[src/rtl/lcd_pkg.sv]
// Shared command codes, FSM encodings and the time-to-cycles helper for the
// HD44780 4-bit text driver.
package lcd_pkg;

    localparam logic [7:0] CMD_FUNC_4BIT_2L = 8'h28;
    localparam logic [7:0] CMD_ENTRY_INC    = 8'h06;
    localparam logic [7:0] CMD_DISP_ON      = 8'h0C;
    localparam logic [7:0] CMD_CLEAR        = 8'h01;
    localparam logic [7:0] CMD_LINE1        = 8'h80;
    localparam logic [7:0] CMD_LINE2        = 8'hC0;

    localparam int unsigned UNIT_NS = 1;
    localparam int unsigned UNIT_US = 1_000;
    localparam int unsigned UNIT_MS = 1_000_000;

    typedef enum logic [3:0] {
        ST_PWRUP,
        ST_INIT,
        ST_CLEAR,
        ST_LATCH,
        ST_ADDR1,
        ST_LINE1,
        ST_ADDR2,
        ST_LINE2,
        ST_IDLE
    } lcd_state_t;

    typedef enum logic [2:0] {
        WR_IDLE,
        WR_SETUP,
        WR_PULSE,
        WR_HOLD,
        WR_WAIT
    } wr_state_t;

    // amount * unit_ns nanoseconds, rounded up to whole clock cycles
    function automatic int unsigned to_cycles(input int unsigned amount,
                                              input int unsigned unit_ns,
                                              input int unsigned clk_hz);
        longint unsigned total_ns;
        longint unsigned cycles;
        total_ns = 64'(amount) * 64'(unit_ns);
        cycles   = (total_ns * 64'(clk_hz) + 64'd999_999_999) / 64'd1_000_000_000;
        return cycles[31:0];
    endfunction

endpackage

[src/rtl/lcd_nibble_writer.sv]
// Emits one nibble on the LCD bus: 2-cycle setup, E pulse, 2-cycle hold,
// then the inter-nibble gap plus a caller-supplied extra wait before done.
module lcd_nibble_writer
    import lcd_pkg::*;
#(
    parameter int unsigned E_CYC   = 12,
    parameter int unsigned GAP_CYC = 50,
    parameter int unsigned W       = 20
) (
    input  logic         CCLK,
    input  logic         rst_n,
    input  logic         start,
    input  logic         rs,
    input  logic [3:0]   nib,
    input  logic [W-1:0] wait_cycles,
    output logic         done,
    output logic         lcd_e,
    output logic         lcd_rs,
    output logic [3:0]   lcd_dat
);

    localparam int unsigned SETUP_CYC = 2;
    localparam int unsigned HOLD_CYC  = 2;

    wr_state_t    state, state_nx;
    logic [W-1:0] cnt, cnt_nx, wait_q;

    always_comb begin
        state_nx = state;
        cnt_nx   = (cnt != '0) ? cnt - W'(1) : cnt;
        case (state)
            WR_IDLE: if (start) begin
                state_nx = WR_SETUP;
                cnt_nx   = W'(SETUP_CYC - 1);
            end
            WR_SETUP: if (cnt == '0) begin
                state_nx = WR_PULSE;
                cnt_nx   = W'(E_CYC - 1);
            end
            WR_PULSE: if (cnt == '0) begin
                state_nx = WR_HOLD;
                cnt_nx   = W'(HOLD_CYC - 1);
            end
            WR_HOLD: if (cnt == '0) begin
                state_nx = WR_WAIT;
                cnt_nx   = W'(GAP_CYC) + wait_q - W'(1);
            end
            WR_WAIT: if (cnt == '0) state_nx = WR_IDLE;
            default: state_nx = WR_IDLE;
        endcase
    end

    // rs/dat stay driven after the transfer so they are stable through hold
    always_ff @(posedge CCLK or negedge rst_n) begin
        if (!rst_n) begin
            state   <= WR_IDLE;
            cnt     <= '0;
            wait_q  <= '0;
            done    <= 1'b0;
            lcd_e   <= 1'b0;
            lcd_rs  <= 1'b0;
            lcd_dat <= 4'h0;
        end else begin
            state <= state_nx;
            cnt   <= cnt_nx;
            done  <= (state == WR_WAIT) && (cnt == '0);
            lcd_e <= (state_nx == WR_PULSE);
            if (state == WR_IDLE && start) begin
                lcd_rs  <= rs;
                lcd_dat <= nib;
                wait_q  <= wait_cycles;
            end
        end
    end

endmodule

[src/rtl/lcd_text_driver.sv]
// HD44780 16x2 driver in 4-bit mode: power-up init, then draws a 32-char buffer.
// LCD_CLS_CLEAR_EN: when defined, each cls redraw starts with a Clear Display.
//   state | meaning
//   PWRUP | wait for panel power-up after reset
//   INIT  | 3,3,3,2 nibbles then 0x28 0x06 0x0C 0x01
//   CLEAR | clear before a requested redraw (LCD_CLS_CLEAR_EN only)
//   LATCH | snapshot strdata, drop pending request
//   ADDR1 | set DDRAM address 0x80
//   LINE1 | 16 data bytes of line 1
//   ADDR2 | set DDRAM address 0xC0
//   LINE2 | 16 data bytes of line 2
//   IDLE  | wait for cls or pending request
module lcd_text_driver
    import lcd_pkg::*;
#(
    parameter int unsigned CLK_HZ      = 50_000_000,
    parameter int unsigned E_PULSE_NS  = 240,
    parameter int unsigned NIB_GAP_NS  = 1000,
    parameter int unsigned CMD_WAIT_US = 40,
    parameter int unsigned CLR_WAIT_US = 1640,
    parameter int unsigned PWRUP_MS    = 15
) (
    input  logic         CCLK,
    input  logic         rst_n,
    input  logic         cls,
    input  logic [255:0] strdata,
    output logic         lcd_rs,
    output logic         lcd_rw,
    output logic         lcd_e,
    output logic [3:0]   lcd_dat
);

    localparam int unsigned C_E     = to_cycles(E_PULSE_NS, UNIT_NS, CLK_HZ);
    localparam int unsigned C_GAP   = to_cycles(NIB_GAP_NS, UNIT_NS, CLK_HZ);
    localparam int unsigned C_CMD   = to_cycles(CMD_WAIT_US, UNIT_US, CLK_HZ);
    localparam int unsigned C_CLR   = to_cycles(CLR_WAIT_US, UNIT_US, CLK_HZ);
    localparam int unsigned C_PWRUP = to_cycles(PWRUP_MS, UNIT_MS, CLK_HZ);
    localparam int unsigned C_INIT0 = to_cycles(4100, UNIT_US, CLK_HZ);
    localparam int unsigned C_INIT1 = to_cycles(100, UNIT_US, CLK_HZ);
    localparam int unsigned C_BIG   = (C_CLR > C_INIT0) ? C_CLR : C_INIT0;
    localparam int unsigned C_MAX   = (C_PWRUP > C_BIG + C_GAP) ? C_PWRUP : C_BIG + C_GAP;
    localparam int unsigned W       = $clog2(C_MAX + 1);

    lcd_state_t   state, state_nx;
    logic [4:0]   step;
    logic         busy, pending, sending, start, done;
    logic         byte_last, line_last, use_byte, cur_rs;
    logic [7:0]   cur_byte, line_char;
    logic [3:0]   raw_nib, nib;
    logic [W-1:0] byte_wait, raw_wait, wait_cycles, pwr_cnt;
    logic [255:0] text_q;

    assign lcd_rw    = 1'b0;
    assign start     = sending && !busy;
    assign byte_last = done && (step == 5'd1);
    assign line_last = done && (step == 5'd31);
    // step[4:1] is the column; shift puts that column's byte in the low 8 bits
    assign line_char = 8'(text_q >> {state != ST_LINE2, ~step[4:1], 3'b000});

    always_comb begin
        state_nx  = state;
        sending   = 1'b0;
        cur_rs    = 1'b0;
        cur_byte  = 8'h00;
        byte_wait = W'(C_CMD);
        use_byte  = 1'b1;
        raw_nib   = 4'h0;
        raw_wait  = '0;
        case (state)
            ST_PWRUP: if (pwr_cnt == '0) state_nx = ST_INIT;
            ST_INIT: begin
                sending = 1'b1;
                case (step)
                    5'd0: begin use_byte = 1'b0; raw_nib = 4'h3; raw_wait = W'(C_INIT0); end
                    5'd1: begin use_byte = 1'b0; raw_nib = 4'h3; raw_wait = W'(C_INIT1); end
                    5'd2: begin use_byte = 1'b0; raw_nib = 4'h3; raw_wait = W'(C_CMD);   end
                    5'd3: begin use_byte = 1'b0; raw_nib = 4'h2; raw_wait = W'(C_CMD);   end
                    5'd4, 5'd5: cur_byte = CMD_FUNC_4BIT_2L;
                    5'd6, 5'd7: cur_byte = CMD_ENTRY_INC;
                    5'd8, 5'd9: cur_byte = CMD_DISP_ON;
                    default: begin cur_byte = CMD_CLEAR; byte_wait = W'(C_CLR); end
                endcase
                if (done && step == 5'd11) state_nx = ST_LATCH;
            end
            ST_CLEAR: begin
                sending   = 1'b1;
                cur_byte  = CMD_CLEAR;
                byte_wait = W'(C_CLR);
                if (byte_last) state_nx = ST_LATCH;
            end
            ST_LATCH: state_nx = ST_ADDR1;
            ST_ADDR1: begin
                sending  = 1'b1;
                cur_byte = CMD_LINE1;
                if (byte_last) state_nx = ST_LINE1;
            end
            ST_LINE1: begin
                sending  = 1'b1;
                cur_rs   = 1'b1;
                cur_byte = line_char;
                if (line_last) state_nx = ST_ADDR2;
            end
            ST_ADDR2: begin
                sending  = 1'b1;
                cur_byte = CMD_LINE2;
                if (byte_last) state_nx = ST_LINE2;
            end
            ST_LINE2: begin
                sending  = 1'b1;
                cur_rs   = 1'b1;
                cur_byte = line_char;
                if (line_last) state_nx = ST_IDLE;
            end
            ST_IDLE: if (cls || pending) begin
`ifdef LCD_CLS_CLEAR_EN
                state_nx = ST_CLEAR;
`else
                state_nx = ST_LATCH;
`endif
            end
            default: state_nx = ST_PWRUP;
        endcase
        nib         = use_byte ? (step[0] ? cur_byte[3:0] : cur_byte[7:4]) : raw_nib;
        wait_cycles = use_byte ? (step[0] ? byte_wait : '0) : raw_wait;
    end

    always_ff @(posedge CCLK or negedge rst_n) begin
        if (!rst_n) begin
            state   <= ST_PWRUP;
            step    <= '0;
            busy    <= 1'b0;
            pending <= 1'b0;
            text_q  <= '0;
            pwr_cnt <= W'(C_PWRUP - 1);
        end else begin
            state <= state_nx;
            if (state_nx != state) step <= '0;
            else if (done)         step <= step + 5'd1;
            if (done)       busy <= 1'b0;
            else if (start) busy <= 1'b1;
            if (state == ST_PWRUP && pwr_cnt != '0) pwr_cnt <= pwr_cnt - W'(1);
            if (state == ST_LATCH) begin
                text_q  <= strdata;
                pending <= 1'b0;
            end else if (cls && state != ST_IDLE) begin
                pending <= 1'b1;
            end
        end
    end

    lcd_nibble_writer #(
        .E_CYC   (C_E),
        .GAP_CYC (C_GAP),
        .W       (W)
    ) u_writer (
        .CCLK        (CCLK),
        .rst_n       (rst_n),
        .start       (start),
        .rs          (cur_rs),
        .nib         (nib),
        .wait_cycles (wait_cycles),
        .done        (done),
        .lcd_e       (lcd_e),
        .lcd_rs      (lcd_rs),
        .lcd_dat     (lcd_dat)
    );

endmodule

[config.mk]
export PLATFORM = sky130hd
export DESIGN_NAME = lcd_text_driver
export DESIGN_NICKNAME = d
export VERILOG_FILES = /design/src/rtl/lcd_pkg.sv /design/src/rtl/lcd_nibble_writer.sv /design/src/rtl/lcd_text_driver.sv
export SDC_FILE = /design/constraint.sdc
export NUM_CORES = 1
export LEC_CHECK = 0
export CAP_MARGIN = 20
export CELL_PAD_IN_SITES_DETAIL_PLACEMENT = 0
export CELL_PAD_IN_SITES_GLOBAL_PLACEMENT = 2
export CORE_ASPECT_RATIO = 0.7
export CORE_MARGIN = 10
export CORE_UTILIZATION = 37
export DETAILED_ROUTE_END_ITERATION = 8
export GPL_TIMING_DRIVEN = 0
export PLACE_DENSITY = 0.81
export SLEW_MARGIN = 40
export SYNTH_ARGS = -nofsm -noshare
export SYNTH_HDL_FRONTEND = slang
export SYNTH_SLANG_ARGS = --single-unit
[constraint.sdc]
create_clock -name CCLK -period 3.95 [get_ports CCLK]
set_clock_uncertainty 0.1 [all_clocks]
set_input_delay 0.79 -clock CCLK [delete_from_list [all_inputs] [get_ports CCLK]]
set_output_delay 0.79 -clock CCLK [all_outputs]
set_load 0.05 [all_outputs]
Yosys cells after proc, flatten, opt, wreduce, memory -nomap -nowiden --
Cells that the tools add are included.
Operators by class: reductions and logical operators 29, $add $sub $neg 5, eq/ne operators 27, shift operators 1, bitwise gates (word level) 1, mux-type cells 43
Operator list (count):
- $shr 256x8->8 | 1
- $mux 20 | 7
- $pmux 20 s4 | 1
- $sub 20x1->20 const B | 3
- $pmux 18 s3 | 1
- $logic_not 20->1 | 2
- $mux 4 | 10
- $pmux 8 s5 | 1
- $reduce_bool 20->1 | 2
- $pmux 4 s9 | 1
- $pmux 17 s2 | 1
- $pmux 6 s4 | 1
- $add 6x20->20 const A | 1
- $eq 5x3->1 const B | 4
- $mux 18 | 1
- $mux 17 | 1
- $eq 4x3->1 const B | 4
- $eq 5x4->1 const B | 3
- $mux 3 | 5
- $pmux 3 s5 | 1
- $eq 5x2->1 const B | 2
- $mux 5 | 2
- $reduce_or 10->1 | 1
- $reduce_or 2->1 | 5
- 26 further kinds | 45
Word-level totals: logic and storage cells 119, output and inout port bits 7, bits of input ports 259, register bits 337

Depth between registers and ports, before layout --
Gate-level depths: netlist (run 1).
depth after elaboration 7, mapped depth 12, mapped depth without buffers 9

Cells and area by module --
From an unflattened synthesis (run 1), not the netlist that was laid out.
Second synthesis, totals: cell total of the unflattened synthesis 1212, area total of the unflattened synthesis 16350.7 µm²
By module, submodules not included:
- lcd_text_driver | area an instance 13544.2 µm², seq. area each 7198.2 µm², instances 1, cells each 940
- lcd_nibble_writer | area an instance 2806.4 µm², seq. area each 1251.2 µm², instances 1, cells each 272

Worst setup path before layout (run 1) --
No wires, ideal clock.
kind register to register, start register step[1], end register u_writer.lcd_dat[1], setup slack 1.111 ns, cell stages (with the launch flop) 12, library setup time 0.130 ns, path buffers 4, data arrival time 2.609 ns, data required time 3.720 ns, period minus slack after synthesis 2.839 ns, path through dfrtp_1 > buf_4 > buf_2 > buf_2 > buf_2 > inv_1 > ha_1 > o311ai_0 > nand3_1 > a31oi_1 > a41o_1 > a31oi_1
On the way: cells in the longest elaborated chain, start to end 6, elaborated cells on any way between the ends 25, classes of those cells 9 x eq/ne; 1 x shift; 8 x mux; 1 x bitwise; 6 x reduce/logical
Ends and longest elaborated chain:
- start, declared | RTL line lcd_text_driver.sv:45 | logic [4:0] step;
- start signal, assigned | RTL line lcd_text_driver.sv:138 | else if (done) step <= step + 5'd1;
- parallel branches: the longest is 5 deep, another holds $shr 256x8->8
- $mux 4 * | RTL line lcd_text_driver.sv:123 | nib = use_byte ? (step[0] ? cur_byte[3:0] : cur_byte[7:4]) : raw_nib;
- end signal, assigned | RTL line lcd_nibble_writer.sv:70 | lcd_dat <= nib;
- end, declared | RTL line lcd_nibble_writer.sv:19 | output logic [3:0] lcd_dat
Every way passes the cells marked *. A chain may end at the register's enable or synchronous reset.

Final worst setup path (run 1) --
Same ends and word-level chain as after synthesis.

==> summary.txt, run 1 <==
Clock tree
  – Root Buffer: clkbuf_16
  – Num CTS Buffers: 36
  – H-Tree Depth: 2
  – Num Clock Sinks: 327
  – Clk_lat worst skew: 0.55 ns
  – TritonCTS clock tree: built
  – CTS clock-pin slew for the worst setup and hold paths: 0.07 ns
  – Setup Fix Bufs, Post-CTS: 0
  – Clock Path Buffers: 3

Worst setup path
  – Slowest CP cell: dfrtp_1
  – Critical path peak fanout: 19
  – WP depth: 10
  – Crit path cell chain: buf_6 > buf_2 > buf_2 > inv_1 > ha_1 > o311ai_0 > nand3_1 > a31oi_1 > a41o_1 > a31oi_1
  – Top delay family on crit path: buffers and inverters
  – Flop-to-flop setup slack: 0.16 ns
  – Worst path bufs/invs: 4
  – CP max stage delay: 0.48 ns
  – Required time of the critical path: 4.26 ns
  – R2R Path End: u_writer.lcd_dat[1]$_DFFE_PN0P_
  – Critical path class: flip-flop to flip-flop
  – WP data arrival: 4.10 ns
  – Startpoint Class: flip-flop
  – R2R depth: 10
  – CP Capture Type: flip-flop
  – RR Startpoint: step[1]$_DFFE_PN0P_

Cells and area
  – Fraction of layout cells with a size suffix above 1: 30.8%
  – Filler Cell Count: 3621
  – Area growth, synth to finish: 30.0%
  – # nets final: 1723
  – Non-Filler Instances: 2029

Synth
  – Synth area leaders: dfrtp_1, mux2_2, mux4_2
  – Top FF cell, synth: dfrtp_1
  – Share of the synthesized area in the top cell type: 50.9%
  – Synth cell types: 61
  – Commonest cells in the netlist: dfrtp_1, mux2_2, nand2_1
  – Most common cell in the netlist: dfrtp_1
  – Syn_area_per_cell: 13.4 um^2
  – Post-synth EDFFs: 0
  – Asr flop ratio synth: 100%
  – Seq/Total Area, Yosys: 53.1%
  – Syn_nets: 1418
  – Post-synth top area cell: dfrtp_1
  – Synthesis Warnings: 0
  – Synthesized flop and latch total: 327
  – Area of the mapped netlist: 15400 um^2
  – Synth Instances: 1149

Route
  – Vias per inst: 5.32
  – Starting DRC count in detailed routing: 539
  – First-pass iteration count of the detailed router: 5
  – Final ANT Viol Nets: 0
  – Wire per inst: 24.1 um
  – DRT Wirelength: 48.9 mm
  – # DRC: 0
  – DR vias: 10785

Floorplan
  – Core Area: 41100 um^2
  – Width of the die: 264 um
  – Num ports: 266
  – Full die area: 50400 um^2
  – Initial Util: 37.5%
  – Die Height: 191 um
  – # rows: 62

Global route
  – Largest net degree at the start of global routing: 66
  – Total track usage: 19.1%
  – Number of global-route vias before repair: 11703
  – Global-route wire length before repair: 74.0 mm
  – Total gr overflow: 0
  – Initial antenna violation count: 15

STA
  – RSZ-0062 raised after global routing: false
  – Worst slew margin relative to its limit: 45.9%
  – Final Hold Fails: 0
  – Achievable Freq: 264 MHz
  – Final setup viols: 0
  – Min Clock Period, post-route: 3.79 ns
  – Period Utilization, post-route: 95.8%
  – Max-slew violations: 0
  – Tightest Pin Transition: 0.812 ns

Hold path
  – Hold Path Depth: 1
  – Hold/Removal Path Class: flip-flop to flip-flop
  – Worst Hold Endpoint: pwr_cnt[18]$_DFFE_PN0P_
  – Hold Startpoint: pwr_cnt[18]$_DFFE_PN0P_

Pwr
  – Comb power frac: 5.2%
  – Tot Pwr: 6.96 mW
  – Switching share of power: 22.0%
  – LEAKAGE: 9.15 nW
  – Int Pwr: 5.43 mW
  – NetSw: 1.53 mW
  – Clock share of power: 46.7%
  – Pwr/cell area: 347 nW/um^2
  – Flop pwr share: 48.2%
  – Peak VDD IR: 274 uV

Place
  – Dpl hpwl: 37.4 mm
  – I/O Buffers: 264
  – Placed Instances: 1962
  – Routability cong.: 0.902

Outcome
  – Outcome: complete, no violations

Flow run
  – Max cap viols: 0
[final cells by class]
cell class | instances | area (um^2) | share of cell area [%]
tap | 544 | 681 | 3.39
clock buffer | 54 | 1040 | 5.18
timing repair buffer | 270 | 2800 | 13.9
multi-input combinational | 734 | 6860 | 34.2
inverter | 13 | 48.8 | 0.243
sequential | 327 | 8200 | 40.9
clock inverter | 9 | 81.3 | 0.405
antenna | 6 | 15.0 | 0.0749
buffer | 72 | 343 | 1.71
[layout by cell type (no fill, tap or decap), types with 18 or more instances in the layout]
cell               n
mux4_2            51
clkbuf_16         36
clkbuf_1          36
clkdlybuf4s50_1  263
mux2_2           274
dfrtp_1          314
buf_2             39
nor2_1            55
xor2_1            22
nand2_1           59
o21ai_0           18
nor3_1            28
mux2i_1           24
[flip-flops by register name (all words and copies together) (netlist names), 3 cells and up]
register,flops
u_writer.lcd_dat,4
step,5
state,4
u_writer.cnt,20
pwr_cnt,20
text_q,256
u_writer.wait_q,10
u_writer.state,3
[worst max path at each step]
stage                              startpoint                               to
after floorplan           step[1]$_DFFE_PN0P_  u_writer.lcd_dat[1]$_DFFE_PN0P_
after global placement                  rst_n          text_q[173]$_DFFE_PN0P_
after detailed placement  step[1]$_DFFE_PN0P_  u_writer.lcd_dat[1]$_DFFE_PN0P_
after CTS                 step[2]$_DFFE_PN0P_              step[2]$_DFFE_PN0P_
after global routing      step[1]$_DFFE_PN0P_  u_writer.lcd_dat[1]$_DFFE_PN0P_
final                     step[1]$_DFFE_PN0P_  u_writer.lcd_dat[1]$_DFFE_PN0P_
[kinds of logic after synthesis]
kind of cell,share of synthesized area [%]
other cells,0.0243
xor+xnor,2.21
mux,29.0
fa+ha+maj,0.811
simple gates,7.58
compound gates,4.69
buf+inv,2.55
flops,53.1
[power groups by stage]
| stage | combinational, mW | clock [mW] | sequential (mW) |
|---|---|---|---|
| 2_1_floorplan | 0.00498 | 0 | 3.41 |
| 3_3_place_gp | 0.348 | 0 | 3.42 |
| 3_5_place_dp | 0.366 | 0 | 3.41 |
| 4_1_cts | 0.368 | 3.32 | 3.35 |
| 5_1_grt | 0.386 | 3.47 | 3.35 |
| 6_report | 0.360 | 3.25 | 3.35 |
[repair_timing]
item | CTS | global route
setup endpoints to repair | 2 | 7
hold endpoints to repair | 19 | 0
hold buffers | 1 | 0
gates resized for setup | 0 | 3
[stage by stage]
stage | hold slack [ns] | area, um^2 | setup WS [ns] | util (%) | TNS (ns)
finish | 0.372 | 20100 | 0.165 | 48.8 | 0
global route | 0.384 | 20000 | 0.0508 | 48.7 | 0
CTS | 0.369 | 20000 | 0.0143 | 48.7 | 0
detailed placement | 0.356 | 18900 | -0.220 | 46.0 | -0.436
global placement | 0.354 | 18800 | -12.56 | 45.6 | -4036.54
floorplan | 0.336 | 15400 | 1.11 | - | 0
[metal layers]
layer | up-vias | global-route usage, % | part of all wire [%]
met5 | - | 0 | 0.32
met4 | 22 | 3.20 | 1.3
met3 | 70 | 5.69 | 6.5
met2 | 255 | 30.3 | 46
met1 | 5584 | 26.0 | 46
li1 | 4854 | - | -
(Power assumes the default switching activity.)
==> run 2, diff against run 1 <==
CORE_UTILIZATION = 39   (was 37)
PLACE_DENSITY = 0.85   (was 0.81)
clock period = 4.7 ns   (was 3.95 ns; I/O delays follow)
==> run 2 against run 1 <==
Non-clock buffer count increased by 2. Die area decreased by 4.7%. Via count decreased by 0.53%. Cell area increased by 0.24%. Sequential share of layout area decreased by 0.097 points. Power decreased by 13%. Hold slack got worse by 0.22 ns. Combinational power decreased by 16%. Sequential power decreased by 16%. Critical path depth increased by 1. Critical endpoint unchanged. Largest power group is now clock.
==> summary.txt, run 2 (same netlist as run 1, synthesis figures left out) <==
STA
  – Min Clock Period, post-route: 4.12 ns (was 3.79 ns)
  – Setup TNS Final: 0 ns (unchanged)
  – Final setup viols: 0 (unchanged)
  – Achievable Freq: 243 MHz (was 264 MHz)
  – Period Utilization, post-route: 87.7% (was 95.8%)
  – RSZ-0062 raised after global routing: false (unchanged)
  – Worst slew margin relative to its limit: 40.9% (was 45.9%)
  – Tightest Pin Transition: 0.874 ns (was 0.812 ns)
  – Hold slack: 0.157 ns (was 0.372 ns)
  – Max-slew violations: 0 (unchanged)
  – Final Hold Fails: 0 (unchanged)

Clock tree
  – CTS clock-pin slew for the worst setup and hold paths: 0.06 ns (was 0.07 ns)
  – Num CTS Buffers: 36 (unchanged)
  – H-Tree Depth: 2 (unchanged)
  – Clock Path Buffers: 3 (unchanged)
  – TritonCTS clock tree: built (unchanged)
  – Setup Fix Bufs, Post-CTS: 0 (unchanged)
  – Clk_lat worst skew: 0.54 ns (was 0.55 ns)
  – Root Buffer: clkbuf_16 (unchanged)
  – CTS Hold Bufs: 0 (was 1)
  – Post_cts resized: 0 (unchanged)
  – Num Clock Sinks: 327 (unchanged)

Floorplan
  – Initial Util: 39.8% (was 37.5%)
  – # rows: 60 (was 62)
  – Width of the die: 258 um (was 264 um)
  – Num ports: 266 (unchanged)
  – Full die area: 48100 um^2 (was 50400 um^2)
  – Core Area: 38700 um^2 (was 41100 um^2)
  – Die Height: 186 um (was 191 um)

Route
  – DR vias: 10728 (was 10785)
  – DRT Wirelength: 48.9 mm (about the same)
  – # DRC: 0 (unchanged)
  – Final ANT Viol Nets: 0 (unchanged)
  – Vias per inst: 5.33 (was 5.32)
  – Starting DRC count in detailed routing: 687 (was 539)
  – First-pass iteration count of the detailed router: 5 (unchanged)
  – Wire per inst: 24.3 um (was 24.1 um)

Outcome
  – Outcome: complete, no violations (unchanged)

Global route
  – Number of global-route vias before repair: 11716 (was 11703)
  – Total gr overflow: 0 (unchanged)
  – Most used routing layer: met2 (unchanged)
  – Grt met3 use: 5.26% (was 5.69%)
  – Global-route wire length before repair: 74.1 mm (was 74.0 mm)
  – Largest net degree at the start of global routing: 75 (was 66)
  – Total track usage: 20.1% (was 19.1%)
  – Initial antenna violation count: 13 (was 15)
  – M2 GR Usage: 32.2% (was 30.3%)
  – Met1 Usage GRT: 26.9% (was 26.0%)

Pwr
  – LEAKAGE: 9.19 nW (was 9.15 nW)
  – Pwr/cell area: 300 nW/um^2 (was 347 nW/um^2)
  – Peak VDD IR: 205 uV (was 274 uV)
  – Tot Pwr: 6.03 mW (was 6.96 mW)

Place
  – Dpl hpwl: 37.1 mm (was 37.4 mm)
  – I/O Buffers: 264 (unchanged)
  – Placed cell areas: 18900 um^2 (about the same)
  – Routability cong.: 0.924 (was 0.902)

Hold path
  – Hold/Removal Path Class: input pin to async pin (was flip-flop to flip-flop)

Worst setup path
  – Startpoint Class: flip-flop (unchanged)
  – Critical path peak fanout: 10 (was 19)
  – Critical path class: flip-flop to flip-flop (unchanged)
  – RR Startpoint: step[1]$_DFFE_PN0P_ (unchanged)
  – WP depth: 11 (was 10)
  – Crit path cell chain: buf_4 > buf_2 > buf_2 > buf_2 > inv_1 > ha_1 > o311ai_0 > nand3_1 > a31oi_1 > a41o_1 > a31oi_1 (was buf_6 > buf_2 > buf_2 > inv_1 > ha_1 > o311ai_0 > nand3_1 > a31oi_1 > a41o_1 > a31oi_1)
  – Crit path from: step[1]$_DFFE_PN0P_ (unchanged)
  – R2R Path End: u_writer.lcd_dat[1]$_DFFE_PN0P_ (unchanged)
  – Flop-to-flop setup slack: 0.58 ns (was 0.16 ns)
  – CP max stage delay: 0.54 ns (was 0.48 ns)
  – R2R depth: 11 (was 10)
  – Required time of the critical path: 5.02 ns (was 4.26 ns)
  – Top delay family on crit path: buffers and inverters (unchanged)
  – WP data arrival: 4.43 ns (was 4.10 ns)
  – CP Capture Type: flip-flop (unchanged)
  – Cell mode on critical path: buf_2
  – Slowest CP cell: o311ai_0 (was dfrtp_1)
  – Worst path bufs/invs: 5 (was 4)

Cells and area
  – Area growth, synth to finish: 30.3% (was 30.0%)
  – Fraction of layout cells with a size suffix above 1: 30.9% (was 30.8%)
  – Largest registers: text_q: 256 flops, pwr_cnt: 20 flops, u_writer.cnt: 20 flops (unchanged)
  – Max reg flops: 256 (unchanged)
  – Most common cell after layout, fill and taps aside: dfrtp_1 (unchanged)
  – Final Core Density: 51.9% (was 48.8%)
  – Commonest non-fill, non-tap cells in the layout: dfrtp_1, mux2_2, clkdlybuf4s50_1 (unchanged)
  – # nets final: 1725 (was 1723)
  – Post-Layout Inst Area: 20100 um^2 (about the same)
  – Top reg by flops: text_q (unchanged)

Flow run
  – Max cap viols: 0 (unchanged)
run 2: metal layers:
layer	vias up	part of all wire [%]	routed length (um)
met4	14	1.8	900
met2	274	47	23100
met1	5499	45	21900
met3	72	6.0	2930
met5	-	0.18	89
li1	4869	-	-
run 2: cell type report:
class | instances | area (um^2)
Fill cell | 3387 | 18600
Multi-Input combinational cell | 734 | 6840
Timing Repair Buffer | 269 | 2790
Buffer | 75 | 350
Tap cell | 527 | 659
Clock buffer | 50 | 1020
Inverter | 13 | 48.8
Clock inverter | 13 | 180
Sequential cell | 327 | 8200
Antenna cell | 6 | 15.0
run 2: where the power goes:
part           leakage, nW          switching, mW  total (mW)  internal, mW
clock                0.598                   1.17        2.91          1.74
sequential            4.42  0.0000000000000000102        2.82          2.82
combinational         4.17                  0.103       0.304         0.201
run 2: metrics by stage:
stage	setup WS, ns	cells
4_1_cts	0.606	2008
6_report	0.580	2014
3_3_place_gp	-11.89	1940
3_5_place_dp	0.633	1945
5_1_grt	0.389	2009
2_1_floorplan	1.86	1149
run 2: worst max-delay path by stage:
| stage | to | slack, ns |
|---|---|---|
| after global placement | text_q[165]$_DFFE_PN0P_ | -11.89 |
| after floorplan | u_writer.lcd_dat[1]$_DFFE_PN0P_ | 1.86 |
| after CTS | u_writer.lcd_dat[1]$_DFFE_PN0P_ | 0.61 |
| final | u_writer.lcd_dat[1]$_DFFE_PN0P_ | 0.58 |
| after global routing | u_writer.lcd_dat[2]$_DFFE_PN0P_ | 0.39 |
| after detailed placement | u_writer.lcd_dat[1]$_DFFE_PN0P_ | 0.63 |
